`config.mk`:
```
export PLATFORM = sky130hd
export DESIGN_NAME = ceyloniac_instruction_queue
export DESIGN_NICKNAME = d
export VERILOG_FILES = /design/src/rtl/ceyloniac_instruction_queue.sv
export SDC_FILE = /design/constraint.sdc
export NUM_CORES = 1
export LEC_CHECK = 0
export BUFFER_PORTS_ARGS = -buffer_cell sky130_fd_sc_hd__buf_4
export CAP_MARGIN = 40
export CORE_MARGIN = 3
export CORE_UTILIZATION = 61
export DETAILED_ROUTE_END_ITERATION = 8
export PLACE_DENSITY = 0.82
export SETUP_SLACK_MARGIN = 0.4
export SLEW_MARGIN = 40
export SYNTH_ARGS = -nofsm -noshare
export SYNTH_HDL_FRONTEND = slang
export SYNTH_SLANG_ARGS = --single-unit
```
`constraint.sdc`:
```
create_clock -name clk -period 8.4 [get_ports clk]
set_input_delay 1.68 -clock clk [delete_from_list [all_inputs] [get_ports clk]]
set_output_delay 1.68 -clock clk [all_outputs]
set_load 0.005 [all_outputs]
```
`src/rtl/ceyloniac_instruction_queue.sv`:
```
// ceyloniac_instruction_queue: DEPTH-entry fetch FIFO feeding an instruction register with decoded MIPS fields
module ceyloniac_instruction_queue #(
  parameter int DEPTH = 4,
  parameter int PC_WIDTH = 32,
  parameter int INSTR_WIDTH = 32
) (
  input  logic                         clk,
  input  logic                         reset,
  input  logic                         flush,
  input  logic                         fill_valid,
  output logic                         fill_ready,
  input  logic [INSTR_WIDTH-1:0]       fill_instr,
  input  logic [PC_WIDTH-1:0]          fill_pc,
  input  logic                         ir_write,
  output logic                         ir_valid,
  output logic [PC_WIDTH-1:0]          ir_pc,
  output logic [5:0]                   instr_31_26,
  output logic [4:0]                   instr_25_21,
  output logic [4:0]                   instr_20_16,
  output logic [4:0]                   instr_15_11,
  output logic [15:0]                  instr_15_0,
  output logic [25:0]                  instr_25_0,
  output logic [$clog2(DEPTH+1)-1:0]   count,
  output logic                         empty
);
  localparam int AW = $clog2(DEPTH);
  localparam int CW = $clog2(DEPTH+1);
  logic [INSTR_WIDTH-1:0] mem_instr [DEPTH];
  logic [PC_WIDTH-1:0] mem_pc [DEPTH];
  logic [AW-1:0] wr_ptr, rd_ptr;
  logic [INSTR_WIDTH-1:0] ir;
  logic push, pop;
  assign fill_ready = count != CW'(DEPTH);
  assign empty = count == '0;
  assign push = fill_valid && fill_ready;
  assign pop = ir_write && !empty;
  assign instr_31_26 = ir[31:26];
  assign instr_25_21 = ir[25:21];
  assign instr_20_16 = ir[20:16];
  assign instr_15_11 = ir[15:11];
  assign instr_15_0 = ir[15:0];
  assign instr_25_0 = ir[25:0];
  // storage is deliberately left unreset; pointers and count define what is live
  always_ff @(posedge clk) begin
    if (push) begin
      mem_instr[wr_ptr] <= fill_instr;
      mem_pc[wr_ptr] <= fill_pc;
    end
  end
  always_ff @(posedge clk) begin
    if (reset || flush) begin
      wr_ptr <= '0;
      rd_ptr <= '0;
      count <= '0;
      ir <= '0;
      ir_pc <= '0;
      ir_valid <= 1'b0;
    end else begin
      if (push) wr_ptr <= wr_ptr + AW'(1);
      if (pop) begin
        ir <= mem_instr[rd_ptr];
        ir_pc <= mem_pc[rd_ptr];
        rd_ptr <= rd_ptr + AW'(1);
      end
      if (ir_write) ir_valid <= pop;
      count <= count + CW'(push) - CW'(pop);
    end
  end
endmodule

```
==> results.md, run 1 <==
- Via count: ~6000
- CP Class: flop to output pin
- Post-CTS setup buffers: 0
- Yosys cell types: 30
- Startpoint Class: flop
- Ys flop type: edfxtp_1
- Row count: 50
- Worst vdd ir: roughly 0.00019 V
- Vias in the first global route: approximately 6300
- DIE WIDTH: between 100 and 150 µm
- Syn avg cell area: about 21 µm²
- Cts hold-fix bufs: 0
- Die area: 0.0212 mm²
- Critical Path Start: count[2]$_SDFF_PP0_
- Initial antenna violation count: 0
- Fmax: ~290 MHz
- Final ANT Viol Nets: 0
- Via density: 5.91
- Root Driver: clkbuf_16
- Post-CTS Resized: 0
- CP max FO: 10
- Sequential area share after synthesis: 0.767
- Outcome: complete, no violations
- # fillers: between 1000 and 1500
- Placed Cells: 941
- Crit path to: fill_ready
- Synthesized flop and latch total: 328
- Pwr/cell area: 229 mW/mm²
- Worst R2R End: count[2]$_SDFF_PP0_
- GRT Overall Usage: 0.215
- First-pass GRT wire length: 35900 µm
- DPL Wire Length: about 14000 µm
- Worst EP required: approximately 6.7 ns
- HP Class: flop to flop
- Initial DRC Count: roughly 410
- Worst slew pin tran: approximately 0.7 ns
- I/O pins: 170
- Die Ht: around 150 µm
- GPL Wtd Cong: a little over 0.7
- FF-to-FF path depth: 10
- Ratio of cells with drive above 1 in the final layout: 0.402
- Routed Wire Length: between 20000 and 25000 µm
- N_diodes: 0
- Max Slew Vio Count: 0
- Setup-failing EPs final: 0
- Max clock buf depth: 3
- R2r setup slk: around 5.8 ns
- Cell area after synthesis: 0.0119 mm²
- Overflow left after global routing: 0
- Hold_sp: ir_pc[21]$_SDFFE_PP0P_
- Starting Density: 0.628
- Setup TNS: 0 ns
- Final cell count without fillers: 999
- TritonCTS Sinks: around 330
- Final worst-path cycle share: 0.415
- Post-synth EDFFs: approximately 260
- Lkg Pwr: slightly above 5 nW
- CTS Buf Count: 31
- Layout area overhead: 20.0%
- Crit end category: output pin
- Drt first pass iters: 5
- Largest net degree at the start of global routing: 52
- Core Region: between 0.015 and 0.02 mm²
- CTS clk-pin slew, worst paths: ~0.060 ns
- CTS tree: built
- Post-Syn Nets: roughly 640
- H-tree levels: 1
- Final Skew: 0.0161 ns
- Syn Inst Count: around 560
- Max Cap Violations: 0
- Asr flop ratio synth: 0
- Total Nets Final: 790
- Max-slew headroom: 0.546
- RR Startpoint: count[2]$_SDFF_PP0_
- Synth warnings: 0
- Unrepaired setup endpoints after global routing: no
- Clock Latency Late Sink: 0.55 ns
- Final hold vios: 0
- Routed length per placed instance: around 23 µm
- Drt drc: 0
- Crit path DAT: between 1.5 and 2 ns
- Port Buffers: around 170
- Tmin final: approximately 3.5 ns
[per-layer routing]
metal | track usage | wire, µm
met2 | 0.362 | 11200
met3 | 0.0455 | 1670
met5 | 0 | 0
met1 | 0.301 | 9320
met4 | 0.0418 | 412
[how the worst min path moves through the flow]
stage                        endpoint  slack (ns)  depth (start not counted)
5_1_grt        ir_pc[21]$_SDFFE_PP0P_        0.50                          1
3_5_place_dp   ir_pc[21]$_SDFFE_PP0P_        0.47                          1
6_report       ir_pc[21]$_SDFFE_PP0P_        0.48                          1
3_3_place_gp      ir[31]$_SDFFE_PP0P_        0.46                          1
4_1_cts        ir_pc[21]$_SDFFE_PP0P_        0.48                          1
2_1_floorplan   ir_valid$_SDFFE_PP0P_        0.47                          2
[stage by stage]
| step | hold WS, ns | total power [mW] | setup slack [ns] | utilization | area [µm²] |
|---|---|---|---|---|---|
| after floorplan | 0.466 | 1.93 | 4.48 | - | 11900 |
| after global placement | 0.464 | 1.99 | 4.89 | 0.691 | 13100 |
| after detailed placement | 0.470 | 2.02 | 4.83 | 0.703 | 13300 |
| after CTS | 0.484 | 3.29 | 4.89 | 0.753 | 14300 |
| after global routing | 0.499 | 3.37 | 4.84 | 0.753 | 14300 |
| final | 0.479 | 3.27 | 4.92 | 0.753 | 14300 |
[cells in the final DEF (no fill, tap or decap), types with 3 or more instances in the layout]
cell / count
edfxtp_1: 256
buf_4: 170
dfxtp_1: 70
mux4_2: 64
a22o_1: 64
clkbuf_16: 31
clkbuf_1: 11
buf_12: 10
ha_1: 6
clkinv_1: 6
inv_1: 5
nor2_1: 5
and3_4: 4
clkinv_2: 4
a21oi_1: 3
clkbuf_8: 3
[power by group]
| group | leakage (nW) | internal [mW] | total [mW] | switching (mW) |
|---|---|---|---|---|
| logic | 1.66 | 0.0870 | 0.165 | 0.0783 |
| clock network | 0.460 | 0.736 | 1.29 | 0.550 |
| registers | 2.93 | 1.79 | 1.81 | 0.0197 |
[cell families (layout without fill, tap and decap cells)]
kind of cell,count (synthesis),in the layout,synth area share
xor+xnor,3,3,0.00221
fa+ha+maj,7,7,0.00799
flops,328,328,0.767
simple gates,20,20,0.0102
mux,64,64,0.121
compound gates,71,71,0.0522
buf+inv,66,246,0.0389
[synth_stat cells (3+ instances only)]
cell,n,share of area
edfxtp_1,256,0.65
dfxtp_1,72,0.12
a22o_1,64,0.047
mux4_2,64,0.12
buf_4,32,0.020
buf_6,11,0.010
buf_2,10,0.0042
ha_1,6,0.0063
clkbuf_1,5,0.0016
inv_1,5,0.0016
nor2_1,5,0.0016
and3_1,4,0.0021
a21oi_1,3,0.0013
[state kept, by name, indices dropped and copies added, names as in the netlist]
name	count
count	3
ir	32
ir_pc	32
ir_valid	1
mem_instr	128
mem_pc	128
rd_ptr	2
wr_ptr	2
[worst max-delay path, stage by stage, from the launching register on]
cell and delay (ns):
dfxtp_1 0.49, or3b_1 0.56, buf_4 0.22
[final cells by class]
cell class	instances	area, µm²	share of cell area
Inverter	6	22.5	0.00158
Multi-Input combinational cell	165	2330	0.163
Timing Repair Buffer	182	1520	0.106
Clock inverter	13	88.8	0.00622
Tap cell	260	325	0.0228
Clock buffer	45	858	0.0601
Sequential cell	328	9140	0.640
No activity file was read; power rests on OpenSTA's default activity.
==> run 2, diff against run 1 <==
--- a/config.mk
+++ b/config.mk
@@ -8,9 +8,9 @@
 export BUFFER_PORTS_ARGS = -buffer_cell sky130_fd_sc_hd__buf_4
 export CAP_MARGIN = 40
 export CORE_MARGIN = 3
-export CORE_UTILIZATION = 61
+export CORE_UTILIZATION = 51
 export DETAILED_ROUTE_END_ITERATION = 8
-export PLACE_DENSITY = 0.82
+export PLACE_DENSITY = 0.73
 export SETUP_SLACK_MARGIN = 0.4
 export SLEW_MARGIN = 40
 export SYNTH_ARGS = -nofsm -noshare
==> constraint.sdc (replaced) <==
create_clock -name clk -period 3 [get_ports clk]
set_input_delay 0.6 -clock clk [delete_from_list [all_inputs] [get_ports clk]]
set_output_delay 0.6 -clock clk [all_outputs]
set_load 0.005 [all_outputs]
==> run 2 against run 1 <==
Effect of this change: clock-buffer cell count is 4 higher; global-route usage is 3.4 points lower; highest routed layer unchanged; critical endpoint is now count[2]$_SDFF_PP0_; sequential share of layout area is 0.72 points lower; critical path type is now flop to flop; clock skew is 0.0072 ns higher.
==> results.md, run 2 (same netlist as run 1, synthesis figures left out) <==
- Tmin final: about 2.5 ns
- Final worst-path cycle share: 0.817
- Worst vdd ir: between 0.0005 and 0.0006 V
- Initial antenna violation count: 0
- CTS Buf Count: 34
- Placed cell areas: 0.0133 mm²
- Worst slew pin tran: 0.604 ns
- Max-slew headroom: 0.597
- Place WS: roughly 0.41 ns
- Setup-failing EPs final: 0
- Fin util: 0.634
- Row count: 55
- Pwr/cell area: approximately 670 mW/mm²
- Ratio of cells with drive above 1 in the final layout: 0.414
- Setup TNS: 0 ns
- Most frequent cells in the layout: edfxtp_1 (256), buf_4 (173), dfxtp_1 (69), mux4_2 (64), a22o_1 (64)
- Most common library cell in the layout ignoring fill and taps: edfxtp_1
- Root Driver: clkbuf_16
- I/O pins: 170
- Worst setup margin: 0.549 ns
- Core Region: between 0.02 and 0.025 mm²
- CTS clk-pin slew, worst paths: approximately 0.060 ns
- Cts hold-fix bufs: 0
- CP Class: flop to flop
- H-tree levels: 2
- First-pass GRT wire length: 35800 µm
- Routed Wire Length: 22700 µm
- Drt drc: 0
- HP Class: input port to flop
- Die area: between 0.02 and 0.03 mm²
- Max Slew Vio Count: 0
- Via density: approximately 5.5
- Final ANT Viol Nets: 0
- Routed length per placed instance: between 20 and 25 µm
- Placed Cells: about 990
- Lkg Pwr: between 5 and 6 nW
- GPL Wtd Cong: ~0.75
- Met1 GRT Util: 0.241
- Largest registers: mem_instr: 128 flops, mem_pc: 128 flops
- Layout area overhead: 21.4%
- DIE WIDTH: between 150 and 200 µm
- Drt first pass iters: 4
- Unrepaired setup endpoints after global routing: no
- Post-CTS setup buffers: 0
- Die Ht: approximately 160 µm
- Fmax: between 400 and 500 MHz
- Startpoint Class: flop
- Crit path DAT: about 2.9 ns
- Outcome: complete, no violations
- Final cell count without fillers: around 1100
- Worst EP required: ~3.4 ns
- Port Buffers: roughly 170
- Post-CTS Resized: 0
- TritonCTS Sinks: 328
- GRT Overall Usage: 0.181
- DPL Wire Length: approximately 13000 µm
- Starting Density: 0.522
- Max Cap Violations: 0
- Max clock buf depth: 3
- Final Skew: between 0.02 and 0.025 ns
- N_diodes: 0
- Minimum hold slack: a little under 0.3 ns
- Global-route layer with the greatest usage: met2
- Met2 Usage GRT: 0.300
- Met3 GRT Util: 0.0420
- Vias in the first global route: 6323
- CTS tree: built
- Clock Latency Late Sink: a little over 0.5 ns
- Finished Cell Area: 0.0144 mm²
- Power consumption: between 9 and 10 mW
- Final hold vios: 0
- CP max FO: 8
- Total Nets Final: approximately 800
- Crit end category: flop
- Via count: 5821
- Largest net degree at the start of global routing: 65
- Overflow left after global routing: 0
- Initial DRC Count: ~380
- # fillers: 1538
==> run 2: metal layers <==
| metal | vias up | part of all wire |
|---|---|---|
| li1 | 2580 | - |
| met5 | - | 0 |
| met2 | 218 | 0.49 |
| met3 | 37 | 0.073 |
| met1 | 2986 | 0.42 |
| met4 | 0 | 0.022 |
==> run 2: where the power goes <==
| part | switching, mW | internal [mW] | total [mW] |
|---|---|---|---|
| Combinational | 0.217 | 0.237 | 0.454 |
| Clock | 1.61 | 2.46 | 4.08 |
| Sequential | 0.0526 | 5.03 | 5.08 |
==> run 2: area by class of cell <==
type,instances,area [µm²],area share
Clock buffer,49,988,0.0684
Clock inverter,11,110,0.00762
Inverter,6,22.5,0.00156
Timing Repair Buffer,181,1460,0.101
Multi-Input combinational cell,165,2330,0.161
Tap cell,313,392,0.0271
Sequential cell,328,9140,0.633
==> run 2: path summary, 6_finish.rpt <==
path	start	slack, ns	endpoint	cells after the start
worst max-delay path	count[1]$_SDFF_PP0_	0.55	count[2]$_SDFF_PP0_	10
worst min-delay path	fill_pc[12]	0.29	mem_pc[0][12]$_DFFE_PP_	1
worst max register to register	count[1]$_SDFF_PP0_	0.55	count[2]$_SDFF_PP0_	10
worst min register to register	ir_pc[3]$_SDFFE_PP0P_	0.48	ir_pc[3]$_SDFFE_PP0P_	1
==> run 2: critical path, cell delays in order, from the launching register on <==
cell     delay, ns
dfxtp_1       0.42
o31ai_4       0.39
inv_2         0.13
ha_1          0.32
inv_1         0.08
ha_1          0.14
inv_1         0.05
fa_1          0.38
xor2_1        0.17
and2_1        0.16
nor3_1        0.13
==> run 3, diff against run 2 <==
--- a/config.mk
+++ b/config.mk
@@ -5,12 +5,13 @@
 export SDC_FILE = /design/constraint.sdc
 export NUM_CORES = 1
 export LEC_CHECK = 0
+export ABC_AREA = 1
 export BUFFER_PORTS_ARGS = -buffer_cell sky130_fd_sc_hd__buf_4
 export CAP_MARGIN = 40
 export CORE_MARGIN = 3
-export CORE_UTILIZATION = 51
+export CORE_UTILIZATION = 58
 export DETAILED_ROUTE_END_ITERATION = 8
-export PLACE_DENSITY = 0.73
+export PLACE_DENSITY = 0.78
 export SETUP_SLACK_MARGIN = 0.4
 export SLEW_MARGIN = 40
 export SYNTH_ARGS = -nofsm -noshare
==> constraint.sdc (replaced) <==
create_clock -name clk -period 2.38 [get_ports clk]
set_input_delay 0.476 -clock clk [delete_from_list [all_inputs] [get_ports clk]]
set_output_delay 0.476 -clock clk [all_outputs]
set_load 0.005 [all_outputs]
==> run 3 against run 2 <==
Effect of this change: core utilization increased by 7.4 points; power up 33%; worst hold slack got worse by 0.12 ns; critical path depth unchanged; sequential share of layout area fell by 8.6 points; fmax increased by 28%; clock skew down 0.0077 ns; die area increased by 3.6%; combinational power up 98%; design area rose by 16%; via count is 63% higher; setup slack worse by 0.078 ns; critical path type unchanged; largest power group unchanged.
==> results.md, run 3 <==
- Syn Inst Count: ~1500
- HP Class: input port to flop
- Overflow left after global routing: 0
- Largest registers: mem_instr: 128 flops, mem_pc: 128 flops
- CTS tree: built
- Final ANT Viol Nets: 0
- Cell taking the most area after synthesis: edfxtp_1
- Drt first pass iters: 5
- Initial antenna violation count: 0
- Via count: 9513
- Max-slew headroom: 0.560
- Die Ht: 162 µm
- Worst path bufs/invs: 3
- # fillers: around 1700
- Ratio of cells with drive above 1 in the final layout: 0.160
- Synthesized flop and latch total: about 330
- Via density: between 4 and 5
- RR Startpoint: count[1]$_SDFF_PP0_
- Cts hold-fix bufs: 0
- Largest cells by area after synthesis: edfxtp_1 (55%), nand2_1 (12%), dfxtp_1 (10%)
- Lkg Pwr: slightly below 8 nW
- CP Class: flop to flop
- Crit end category: flop
- Post-Syn Nets: between 1500 and 2000
- Port Buffers: between 150 and 200
- Row count: 56
- First-pass GRT wire length: ~45000 µm
- Startpoint Class: flop
- Final Skew: 0.0156 ns
- Largest net degree at the start of global routing: between 100 and 150
- Pwr/cell area: 767 mW/mm²
- Max Slew Vio Count: 0
- Asr flop ratio synth: 0
- Fmax: about 520 MHz
- Share of the synthesized area in the top cell type: 0.548
- GPL Wtd Cong: around 0.72
- CTS clk-pin slew, worst paths: 0.06 ns
- I/O pins: between 150 and 200
- Worst slew pin tran: ~0.66 ns
- Core Region: between 0.02 and 0.025 mm²
- CTS Buf Count: 34
- N_diodes: 0
- Worst vdd ir: around 0.00054 V
- Final worst-path cycle share: 0.802
- Worst-path cell chain: nor2_4, nand2_4, nand2_4, inv_2, ha_4, inv_1, ha_2, inv_1, fa_2, nor2_1
- Vias in the first global route: approximately 9400
- Worst EP required: about 2.8 ns
- Most common library cell in the layout ignoring fill and taps: nand2_1
- Max incr delay on CP: between 0.5 and 0.6 ns
- Root Driver: clkbuf_16
- Ys flop type: edfxtp_1
- Cell area after synthesis: between 0.01 and 0.015 mm²
- Clock Latency Late Sink: just over 0.5 ns
- FF+latch area: about 0.0091 mm²
- Routed length per placed instance: 14.4 µm
- Initial DRC Count: 607
- Max Cap Violations: 0
- Slowest stage cell, crit path: fa_2
- Hold_sp: fill_instr[27]
- R2r setup slk: about 0.47 ns
- Routed Wire Length: approximately 28000 µm
- GRT Overall Usage: 0.219
- Sequential area share after synthesis: 0.650
- Most frequent cells in the layout: nand2_1 (458), inv_1 (334), edfxtp_1 (256), buf_4 (179), nor2_1 (132)
- Fin util: 0.708
- Total Nets Final: around 1700
- Outcome: complete, no violations
- Synth cell count leaders: nand2_1 (460), inv_1 (336), edfxtp_1 (256)
- Critical Path Start: count[1]$_SDFF_PP0_
- Setup TNS: 0 ns
- Die area: 0.0261 mm²
- Drt drc: 0
- Post-synth EDFFs: between 200 and 300
- Max clock buf depth: 3
- Crit path DAT: between 2 and 2.5 ns
- H-tree levels: 2
- Starting Density: 0.594
- Footprint of the multi-input gates: approximately 0.0031 mm²
- Final hold vios: 0
- Syn avg cell area: roughly 9.3 µm²
- TritonCTS Sinks: ~330
- DPL Wire Length: 16100 µm
- Synth warnings: 0
- Yosys cell types: 18
- Tmin final: 1.91 ns
- Layout area overhead: 19.1%
- CP max FO: 4
- DIE WIDTH: approximately 160 µm
- Unrepaired setup endpoints after global routing: no
- Crit path max-delay family: adder cells
- Setup-failing EPs final: 0
- Count leader, synth: nand2_1
[run 3: area by class of cell]
| class | instances | area share |
|---|---|---|
| Sequential cell | 328 | 0.547 |
| Tap cell | 319 | 0.0239 |
| Clock buffer | 43 | 0.0560 |
| Inverter | 337 | 0.0759 |
| Timing Repair Buffer | 191 | 0.0948 |
| Multi-Input combinational cell | 745 | 0.188 |
| Clock inverter | 17 | 0.0143 |
[run 3: kinds of logic after synthesis]
family	after synthesis	share of synthesized area
buffers and inverters	432	0.132
AO/OA/AOI/OAI	7	0.00250
flip-flops	328	0.650
adder cells (fa/ha/maj)	7	0.00678
AND/OR/NAND/NOR	731	0.208
[run 3: worst reg2reg max path, delay by kind of cell, from the launching register on]
| kind | cells | cell delay (ns) |
|---|---|---|
| fa+ha+maj | 3 | 0.89 |
| simple gates | 4 | 0.37 |
| flops | 1 | 0.36 |
| buf+inv | 3 | 0.17 |
[run 3: worst paths after layout]
| check | end | cells past startpoint |
|---|---|---|
| max | count[1]$_SDFF_PP0_ | 10 |
| min | mem_instr[3][27]$_DFFE_PP_ | 1 |
| max reg2reg | count[1]$_SDFF_PP0_ | 10 |
| min reg2reg | ir_valid$_SDFFE_PP0P_ | 2 |
[run 3: through the flow]
step	instances	hold slack, ns	setup WS (ns)	area [µm²]	total power [mW]
final	1980	0.166	0.471	16700	12.8
after global routing	1980	0.152	0.397	16700	13.3
after CTS	1975	0.144	0.395	16700	12.9
after detailed placement	1915	0.463	0.425	15500	7.41
after global placement	1915	0.464	0.443	15500	7.37
after floorplan	1505	0.460	0.400	14100	7.06
[run 3: layer usage]
| layer | vias up | global-route usage | wire [µm] |
|---|---|---|---|
| li1 | 4796 | - | - |
| met4 | 0 | 0.0751 | 666 |
| met1 | 4395 | 0.270 | 11700 |
| met3 | 61 | 0.0405 | 1710 |
| met2 | 261 | 0.388 | 14400 |
| met5 | - | 0 | 0 |
[run 3: report_power, final]
group	switching (mW)	internal [mW]	total [mW]
Combinational	0.535	0.363	0.899
Clock	2.06	3.44	5.50
Sequential	0.0620	6.35	6.41
Total	2.66	10.1	12.8
[run 3: what timing repair did]
| action | 4_1_cts | 5_1_grt |
|---|---|---|
| gates resized for setup | 1 | 5 |
| pin swaps | 0 | 5 |
| endpoints found under the setup margin | 2 | 2 |
| buffers inserted | 0 | 5 |
